## src/rtl/note_scheduler_if.sv

```systemverilog
`default_nettype none
// +----------------------------------------------------------------------------+
// | Module      : note_scheduler_if                                            |
// | Description : Game-side signal bundle between the note scheduler and its  |
// |               button, LFSR and score peers.                               |
// | Revision    : 1.0                                                          |
// +----------------------------------------------------------------------------+
interface note_scheduler_if;
  logic       start;
  logic [3:0] buttons;
  logic [1:0] lane_rand;
  logic       rand_adv;
  logic [1:0] lane;
  logic       note_valid;
  logic       score_inc;
  logic       score_dec;
  logic [6:0] notes_played;
  logic [3:0] streak;
  logic       done;

  modport master (
    output start, buttons, lane_rand,
    input  rand_adv, lane, note_valid, score_inc, score_dec, notes_played, streak, done
  );

  modport slave (
    input  start, buttons, lane_rand,
    output rand_adv, lane, note_valid, score_inc, score_dec, notes_played, streak, done
  );
endinterface
`default_nettype wire

```

## src/rtl/note_scheduler.sv

```systemverilog
`default_nettype none
// +----------------------------------------------------------------------------+
// | Module      : note_scheduler                                               |
// | Description : Rhythm-game note sequencer: opens a hit window per note,    |
// |               judges lane presses, paces rests. Optional streak/bonus     |
// |               logic is enabled by defining RHYTHM_STREAK_EN.              |
// | Revision    : 1.0                                                          |
// +----------------------------------------------------------------------------+
module note_scheduler #(
  parameter int WINDOW   = 50000000,
  parameter int GAP      = 25000000,
  parameter int SONG_LEN = 127
) (
  input  logic            clk,
  input  logic            rst,
  note_scheduler_if.slave bus
);
  localparam int               c_CNT_MAX  = (WINDOW > GAP) ? WINDOW : GAP;
  localparam int               c_CW       = $clog2(c_CNT_MAX);
  localparam logic [c_CW-1:0]  c_WIN_LOAD = c_CW'(WINDOW - 1);
  localparam logic [c_CW-1:0]  c_GAP_LOAD = c_CW'(GAP - 1);
  localparam logic [c_CW-1:0]  c_CNT_ONE  = c_CW'(1);
  localparam logic [6:0]       c_SONG_LEN = 7'(SONG_LEN);

  typedef enum logic [2:0] {
    ST_IDLE = 3'd0,
    ST_LOAD = 3'd1,
    ST_WIN  = 3'd2,
    ST_GAP  = 3'd3,
    ST_DONE = 3'd4
  } state_t;

  state_t          r_state;
  logic [3:0]      r_sync1;
  logic [3:0]      r_sync2;
  logic [3:0]      r_prev;
  logic [c_CW-1:0] r_cnt;
  logic [1:0]      r_lane;
  logic            r_rand_adv;
  logic            r_note_valid;
  logic            r_score_inc;
  logic            r_score_dec;
  logic [6:0]      r_notes;
  logic            r_done;

  logic [3:0]      w_edges;
  logic            w_hit;
  logic            w_judge;
  logic            w_judge_hit;
  logic            w_bonus;

  // Buttons are active-low; the third stage remembers the last synced value.
  always_ff @(posedge clk or negedge rst) begin
    if (!rst) begin
      r_sync1 <= 4'hF;
      r_sync2 <= 4'hF;
      r_prev  <= 4'hF;
    end else begin
      r_sync1 <= bus.buttons;
      r_sync2 <= r_sync1;
      r_prev  <= r_sync2;
    end
  end

  assign w_edges     = r_prev & ~r_sync2;
  assign w_hit       = (w_edges == (4'b0001 << r_lane));
  // A press wins over the timeout when both land in the same cycle.
  assign w_judge     = (r_state == ST_WIN) && ((w_edges != 4'h0) || (r_cnt == '0));
  assign w_judge_hit = (r_state == ST_WIN) && w_hit;

`ifdef RHYTHM_STREAK_EN
  logic [3:0] r_streak;
  logic       r_bonus;
  logic [3:0] w_streak_next;

  assign w_streak_next = (r_streak == 4'd15) ? r_streak : r_streak + 4'd1;

  always_ff @(posedge clk or negedge rst) begin
    if (!rst) begin
      r_streak <= 4'd0;
      r_bonus  <= 1'b0;
    end else begin
      r_bonus <= 1'b0;
      if (w_judge) begin
        if (w_judge_hit) begin
          r_streak <= w_streak_next;
          r_bonus  <= (r_streak != 4'd15) && (w_streak_next[1:0] == 2'b00);
        end else begin
          r_streak <= 4'd0;
        end
      end
    end
  end

  assign w_bonus    = r_bonus;
  assign bus.streak = r_streak;
`else
  assign w_bonus    = 1'b0;
  assign bus.streak = 4'd0;
`endif

  always_ff @(posedge clk or negedge rst) begin
    if (!rst) begin
      r_state      <= ST_IDLE;
      r_cnt        <= '0;
      r_lane       <= 2'd0;
      r_rand_adv   <= 1'b0;
      r_note_valid <= 1'b0;
      r_score_inc  <= 1'b0;
      r_score_dec  <= 1'b0;
      r_notes      <= 7'd0;
      r_done       <= 1'b0;
    end else begin
      r_rand_adv  <= 1'b0;
      r_score_inc <= w_bonus;
      r_score_dec <= 1'b0;
      case (r_state)
        ST_IDLE: begin
          if (bus.start) begin
            r_state    <= ST_LOAD;
            r_rand_adv <= 1'b1;
          end
        end
        ST_LOAD: begin
          r_lane       <= bus.lane_rand;
          r_cnt        <= c_WIN_LOAD;
          r_note_valid <= 1'b1;
          r_state      <= ST_WIN;
        end
        ST_WIN: begin
          if (w_judge) begin
            r_score_inc  <= w_hit;
            r_score_dec  <= ~w_hit;
            r_note_valid <= 1'b0;
            r_cnt        <= c_GAP_LOAD;
            if (r_notes != 7'h7F) begin
              r_notes <= r_notes + 7'd1;
            end
            r_state <= ST_GAP;
          end else begin
            r_cnt <= r_cnt - c_CNT_ONE;
          end
        end
        ST_GAP: begin
          if (r_cnt == '0) begin
            if (r_notes == c_SONG_LEN) begin
              r_state <= ST_DONE;
              r_done  <= 1'b1;
            end else begin
              r_state    <= ST_LOAD;
              r_rand_adv <= 1'b1;
            end
          end else begin
            r_cnt <= r_cnt - c_CNT_ONE;
          end
        end
        ST_DONE: begin
          r_state <= ST_DONE;
        end
        default: begin
          r_state <= ST_IDLE;
        end
      endcase
    end
  end

  assign bus.rand_adv     = r_rand_adv;
  assign bus.lane         = r_lane;
  assign bus.note_valid   = r_note_valid;
  assign bus.score_inc    = r_score_inc;
  assign bus.score_dec    = r_score_dec;
  assign bus.notes_played = r_notes;
  assign bus.done         = r_done;
endmodule
`default_nettype wire
```

## src/flat_wrapper.sv

```systemverilog
// flat-port wrapper written by rule: the top's interface ports become plain ports
module note_scheduler_flat 
#(
  parameter int WINDOW   = 50000000,
  parameter int GAP      = 25000000,
  parameter int SONG_LEN = 127
)
  (clk, rst, bus_start, bus_buttons, bus_lane_rand, bus_rand_adv, bus_lane, bus_note_valid, bus_score_inc, bus_score_dec, bus_notes_played, bus_streak, bus_done);
  note_scheduler_if bus_i ();
  input  logic clk;
  input  logic rst;
  input wire logic [$bits(bus_i.start)-1:0] bus_start;
  input wire logic [$bits(bus_i.buttons)-1:0] bus_buttons;
  input wire logic [$bits(bus_i.lane_rand)-1:0] bus_lane_rand;
  output wire logic [$bits(bus_i.rand_adv)-1:0] bus_rand_adv;
  output wire logic [$bits(bus_i.lane)-1:0] bus_lane;
  output wire logic [$bits(bus_i.note_valid)-1:0] bus_note_valid;
  output wire logic [$bits(bus_i.score_inc)-1:0] bus_score_inc;
  output wire logic [$bits(bus_i.score_dec)-1:0] bus_score_dec;
  output wire logic [$bits(bus_i.notes_played)-1:0] bus_notes_played;
  output wire logic [$bits(bus_i.streak)-1:0] bus_streak;
  output wire logic [$bits(bus_i.done)-1:0] bus_done;
  assign bus_i.start = bus_start;
  assign bus_i.buttons = bus_buttons;
  assign bus_i.lane_rand = bus_lane_rand;
  assign bus_rand_adv = bus_i.rand_adv;
  assign bus_lane = bus_i.lane;
  assign bus_note_valid = bus_i.note_valid;
  assign bus_score_inc = bus_i.score_inc;
  assign bus_score_dec = bus_i.score_dec;
  assign bus_notes_played = bus_i.notes_played;
  assign bus_streak = bus_i.streak;
  assign bus_done = bus_i.done;
  note_scheduler #(.WINDOW(WINDOW), .GAP(GAP), .SONG_LEN(SONG_LEN)) u_core (.clk(clk), .rst(rst), .bus(bus_i));
endmodule
```

## config.mk

```make
export PLATFORM = sky130hd
export DESIGN_NAME = note_scheduler_flat
export DESIGN_NICKNAME = d
export VERILOG_FILES = /design/src/rtl/note_scheduler_if.sv /design/src/rtl/note_scheduler.sv /design/src/flat_wrapper.sv
export SDC_FILE = /design/constraint.sdc
export NUM_CORES = 1
export LEC_CHECK = 0
export CAP_MARGIN = 30
export CORE_ASPECT_RATIO = 1.1
export CORE_MARGIN = 3
export CORE_UTILIZATION = 45
export CTS_BUF_LIST = sky130_fd_sc_hd__clkbuf_4 sky130_fd_sc_hd__clkbuf_8
export CTS_CLUSTER_DIAMETER = 50
export CTS_CLUSTER_SIZE = 20
export DETAILED_ROUTE_END_ITERATION = 16
export PLACE_DENSITY = 0.67
export SYNTH_ARGS = -nofsm -noshare
export SYNTH_HDL_FRONTEND = slang
export SYNTH_SLANG_ARGS = --single-unit
```

## constraint.sdc

```tcl
create_clock -name clk -period 2.2 [get_ports clk]
set_input_delay 0.44 -clock clk [delete_from_list [all_inputs] [get_ports clk]]
set_output_delay 0.44 -clock clk [all_outputs]
set_load 0.03 [all_outputs]
```

After elaboration in Yosys (flattened, before gate mapping)
Index checks and enable logic that the tools add are counted.
{"block": "totals", "regBits": 55, "input_bits": 9, "output_inout_bits": 18, "wordCells": 59}
{"block": "op_classes", "addsub": 2, "n_eq_ne": 11, "n_shift": 1, "n_mux": 18, "bitwise_logic": 3, "reduce_logical": 12}
{"operator": "one-hot mux 26 bit (3 select lines)", "n": 1}
{"operator": "2-to-1 mux 26 bit", "n": 2}
{"operator": "zero test 26 bit", "n": 1}
{"operator": "subtractor 26 x 1 -> 26 bit (second input constant)", "n": 1}
{"operator": "one-hot mux 3 bit (5 select lines)", "n": 1}
{"operator": "2-to-1 mux 3 bit", "n": 4}
{"operator": "AND reduction 3 bit", "n": 3}
{"operator": "2-to-1 mux 1 bit", "n": 8}
{"operator": "adder 7 x 1 -> 7 bit (second input constant)", "n": 1}
{"operator": "equality test 7 bit (second input constant)", "n": 1}
{"operator": "inequality test 7 bit (second input constant)", "n": 1}
{"operator": "equality test 3 x 2 -> 1 bit (second input constant)", "n": 2}
{"operator": "bitwise AND 4 bit", "n": 1}
{"operator": "equality test 4 bit", "n": 1}
{"operator": "inequality test 2 x 1 -> 1 bit (second input constant)", "n": 2}
{"operator": "inequality test 2 bit (second input constant)", "n": 2}
{"operator": "NOT 4 bit", "n": 1}
{"operator": "one-hot mux 1 bit (2 select lines)", "n": 2}
{"operator": "AND reduction 2 bit", "n": 2}
{"operator": "nonzero test 4 bit", "n": 1}
{"operator": "<< shifter 1 x 2 -> 4 bit (first input constant)", "n": 1}
{"operator": "equality test 3 x 1 -> 1 bit (second input constant)", "n": 1}
{"operator": "equality test 3 bit (second input constant)", "n": 1}
{"operator": "zero test 3 bit", "n": 1}
{"operator": "other kinds (5)", "n": 5}

Depth between registers and ports, before layout
{"block": "logic_depth", "word_depth": 7, "depth_mapped": 8, "ltp_nobuf": 7}

Worst setup path after synthesis
No wires, ideal clock.
{"block": "synth_timing", "kind": "flip-flop to flip-flop", "from": "reg u_core.r_cnt[0]", "to": "reg u_core.r_notes[1], in the netlist u_core.bus.notes_played[1]", "t_arrival_ns": 2.069, "path_slack_ns": 0.007, "stages_incl_launch_ff": 8, "n_path_buf": 0, "path_cell_list": "dfrtp_1 inv_1 ha_1 nor3b_1 nand4_1 o21ai_1 and3_1 mux2_2"}
{"block": "synth_between", "elab_chain_len": 4}
{"item": "start, declared", "line_no": "note_scheduler.sv:37", "source": "logic [c_CW-1:0] r_cnt;"}
{"item": "start signal, assigned", "line_no": "note_scheduler.sv:126", "source": "r_cnt <= c_WIN_LOAD;"}
{"item": "start signal, assigned", "line_no": "note_scheduler.sv:135", "source": "r_cnt <= c_GAP_LOAD;"}
{"item": "start signal, assigned", "line_no": "note_scheduler.sv:141", "source": "r_cnt <= r_cnt - c_CNT_ONE;"}
{"item": "zero test 26 bit", "line_no": "note_scheduler.sv:68", "source": "assign w_judge = (r_state == ST_WIN) && ((w_edges != 4'h0) || (r_cnt == '0));"}
{"item": "logical OR 1 bit", "line_no": "note_scheduler.sv:68"}
{"item": "logical AND 1 bit", "line_no": "note_scheduler.sv:68"}
{"item": "AND reduction 3 bit (no source line)"}
{"item": "end signal, assigned", "line_no": "note_scheduler.sv:137", "source": "r_notes <= r_notes + 7'd1;"}
{"item": "end, declared", "line_no": "note_scheduler.sv:43", "source": "logic [6:0] r_notes;"}
Every way passes these cells.
A chain may end at the register's enable or synchronous reset.

Final worst setup path
{"block": "layout_timing", "from": "reg u_core.r_cnt[20]", "to": "reg u_core.r_cnt[14]"}
{"block": "layout_between", "elab_chain_len": 5, "word_cells_on_any_way": 7, "classes_between": "eq/ne (1); mux (2); reduce/logical (4)"}
{"item": "zero test 26 bit (*)", "line_no": "note_scheduler.sv:68, note_scheduler.sv:145"}
{"item": "logical OR 1 bit", "line_no": "note_scheduler.sv:68"}
{"item": "logical AND 1 bit", "line_no": "note_scheduler.sv:68"}
{"item": "2-to-1 mux 26 bit", "line_no": "note_scheduler.sv:131", "source": "if (w_judge) begin"}
{"item": "one-hot mux 26 bit (3 select lines)", "line_no": "note_scheduler.sv:117", "source": "case (r_state)"}
Mark *: on every way between the ends. The rest lies on a longest branch, timed or not.

==> flow_summary.json <==
{
  "synth_edf_count": 0,
  "seq_area_frac_synth": 0.468,
  "start_kind": "register",
  "hpwl_microns": 5590,
  "max_cap_viol_count": 0,
  "yosys.area.top_type_share": 0.362,
  "r2r-end": "u_core.r_cnt[14]",
  "cpMaxStageDelayCell": "dfrtp_1",
  "root_buffer": "clkbuf_8",
  "row_count": 30,
  "netlist_instances": 298,
  "antenna_found_initial": 0,
  "clock-sinks": 55,
  "drt-vias-per-instance": 6.16,
  "ys_ff_latch": 55,
  "wl_per_cell_microns": 17.3,
  "yosysMostFrequentCell": "dfrtp_1",
  "h-tree-depth": 2,
  "crit_path_end_kind": "register",
  "die_h_microns": 91.2,
  "vdd_drop_max_mv": 0.398,
  "synth_warnings": 0,
  "required_ps": 2390,
  "gp_congestion": 0.882,
  "async_flop_share": 1.00,
  "hold_class": "in -> async",
  "synthToLayoutAreaGrowth_pct": 26.4,
  "postRouteWirelength_microns": 7710,
  "yosys.area.top_type": "dfrtp_1",
  "maxSlewHeadroom": 0.618,
  "fmax_mhz": 471,
  "clk_latency_ps": 330,
  "initial_core_util": 0.474,
  "ys.flop_type": "dfrtp_1",
  "timing.final.crit_period_ps": 2120,
  "path_class": "reg -> reg",
  "final.setup.worst_slack_ps": 75.7,
  "run_status": "complete, no violations",
  "ant_nets": 0,
  "power_density_mw_per_mm2": 751,
  "skew_ps": 12.0,
  "tns_ps": 0,
  "setup_viol": 0,
  "fp.dieW_microns": 83.5,
  "grt_first_pass_wirelength_microns": 12800,
  "cts_hold_buf": 0,
  "yosys-top-cells-count": "dfrtp_1 (43), nor2_1 (26), nand2_1 (18), a21oi_1 (16)",
  "core_sq_mm": 0.00627,
  "reg2reg_slack_ps": 80,
  "grt_pass1_vias": 2576,
  "dieArea_sq_mm": 0.00761,
  "clk_path_buf_depth": 2,
  "crit_start": "u_core.r_cnt[20]",
  "postLayoutCoreUtil": 0.599,
  "pre_cts_slack_ps": 45.8,
  "slew_viol_final": 0,
  "cp_data_arrival_time_ps": 2320,
  "route.vias.total": 2740,
  "tightest_slew_ps": 573,
  "finalCritPeriodShare": 0.966,
  "overflow": 0,
  "syn_area_sq_mm": 0.00297,
  "finalHoldViolations": 0,
  "io_buffers": 22,
  "reg2reg_depth": 6,
  "syn_avg_cell_area_sq_um": 9.97,
  "layout.nets": 375,
  "total_power_mw": 2.82,
  "grt.total_usage": 0.205,
  "placed_area_sq_mm": 0.00355,
  "path_max_fanout": 6,
  "numCtsBuffers": 5,
  "cts_tree": "yes",
  "grt_max_degree": 32,
  "leakage_nw": 1.52,
  "final_layout_size_suffix_gt1_frac": 0.266,
  "reg2reg_from": "u_core.r_cnt[20]",
  "diodes": 0,
  "first_iter_violations": 284,
  "fillCellCount": 533,
  "first_pass_iters": 5,
  "drc": 0,
  "postLayoutCellArea_sq_mm": 0.00375,
  "critical-path-max-stage-delay_ps": 460,
  "synth_area_leaders": "dfrtp_1 (36%), dfstp_2 (11%), nor2_1 (3.3%)",
  "crit_chain": "nor4_2 > nand4_1 > buf_4 > o31a_1 > a21oi_1 > a31oi_1",
  "clk_pin_slew_worst_paths_ps": 120,
  "io_pins": 27,
  "synthDistinctLibCells": 63
}
-- worst max-delay path, delay by kind of cell, from the launching register on --
family | cells | cell delay [ps]
buf+inv | 1 | 260
simple gates | 2 | 650
compound gates | 3 | 630
flops | 1 | 460
-- layout by cell type (no fill, tap or decap), types with 9 or more instances in the layout --
cell type / instances
buf_4: 44
dfrtp_1: 43
nor2_1: 26
clkdlybuf4s50_1: 21
nand2_1: 17
a21oi_1: 16
a31oi_1: 12
dfstp_2: 12
nand3_1: 10
o21ai_0: 10
nor4_1: 9
-- state kept, by name, summed over array words and instances, names as in the netlist --
| register | count |
|---|---|
| u_core.bus.rand_adv | 1 |
| u_core.bus.score_inc | 1 |
| u_core.r_sync1 | 4 |
| u_core.r_prev | 4 |
| u_core.bus.lane | 2 |
| u_core.r_cnt | 26 |
| u_core.bus.done | 1 |
| u_core.bus.note_valid | 1 |
| u_core.bus.notes_played | 7 |
| u_core.bus.score_dec | 1 |
| u_core.r_sync2 | 4 |
| u_core.r_state | 3 |
-- area by class of cell --
class,count,area [sq um],area share
Timing Repair Buffer,71,622,0.166
Clock buffer,5,68.8,0.0183
Inverter,6,22.5,0.00600
Tap cell,80,100,0.0267
Multi-Input combinational cell,225,1520,0.404
Clock inverter,3,33.8,0.00900
Sequential cell,55,1390,0.371
-- cell families (layout without fill, tap and decap cells) --
group,Yosys count,count (layout),share of synthesized area
AO/OA/AOI/OAI,88,88,0.220
flip-flops,55,55,0.468
buffers and inverters,21,85,0.0383
AND/OR/NAND/NOR,123,123,0.236
multiplexers,5,5,0.0185
other,1,4,0.00126
adder cells (fa/ha/maj),2,2,0.00842
XOR/XNOR,3,3,0.00885
-- through the flow --
| stage | hold slack, ps | std cells |
|---|---|---|
| 5_1_grt | 130 | 445 |
| 2_1_floorplan | 144 | 301 |
| 3_3_place_gp | 347 | 431 |
| 3_5_place_dp | 347 | 431 |
| 6_report | 97.7 | 445 |
| 4_1_cts | 116 | 439 |
-- per-layer routing --
metal / GRT usage / part of all wire
met5: 0 / 0
met4: 0.0710 / 0.024
met3: 0.0390 / 0.069
met2: 0.325 / 0.47
met1: 0.283 / 0.44
-- report_power, final --
group / internal, mW / switching [mW] / total, mW / leakage (nW)
registers: 1.19 / 0.209 / 1.40 / 0.638
clock network: 0.241 / 0.378 / 0.618 / 0.0515
logic: 0.402 / 0.396 / 0.798 / 0.828
-- worst max path at each step --
stage | cells after the start | slack [ps] | to
after floorplan | 7 | 7 | u_core.bus.notes_played[1]
after global placement | 8 | 90 | u_core.bus.notes_played[5]
after detailed placement | 10 | 50 | u_core.r_cnt[21]
after CTS | 10 | 30 | u_core.r_cnt[21]
after global routing | 11 | -2 | u_core.r_cnt[7]
final | 6 | 80 | u_core.r_cnt[14]
-- repair_timing --
item                       4_1_cts  5_1_grt
gates resized for setup          0       11
buffers inserted                 0        5
setup endpoints to repair        0       22
Power figures use the tool's default switching activity.
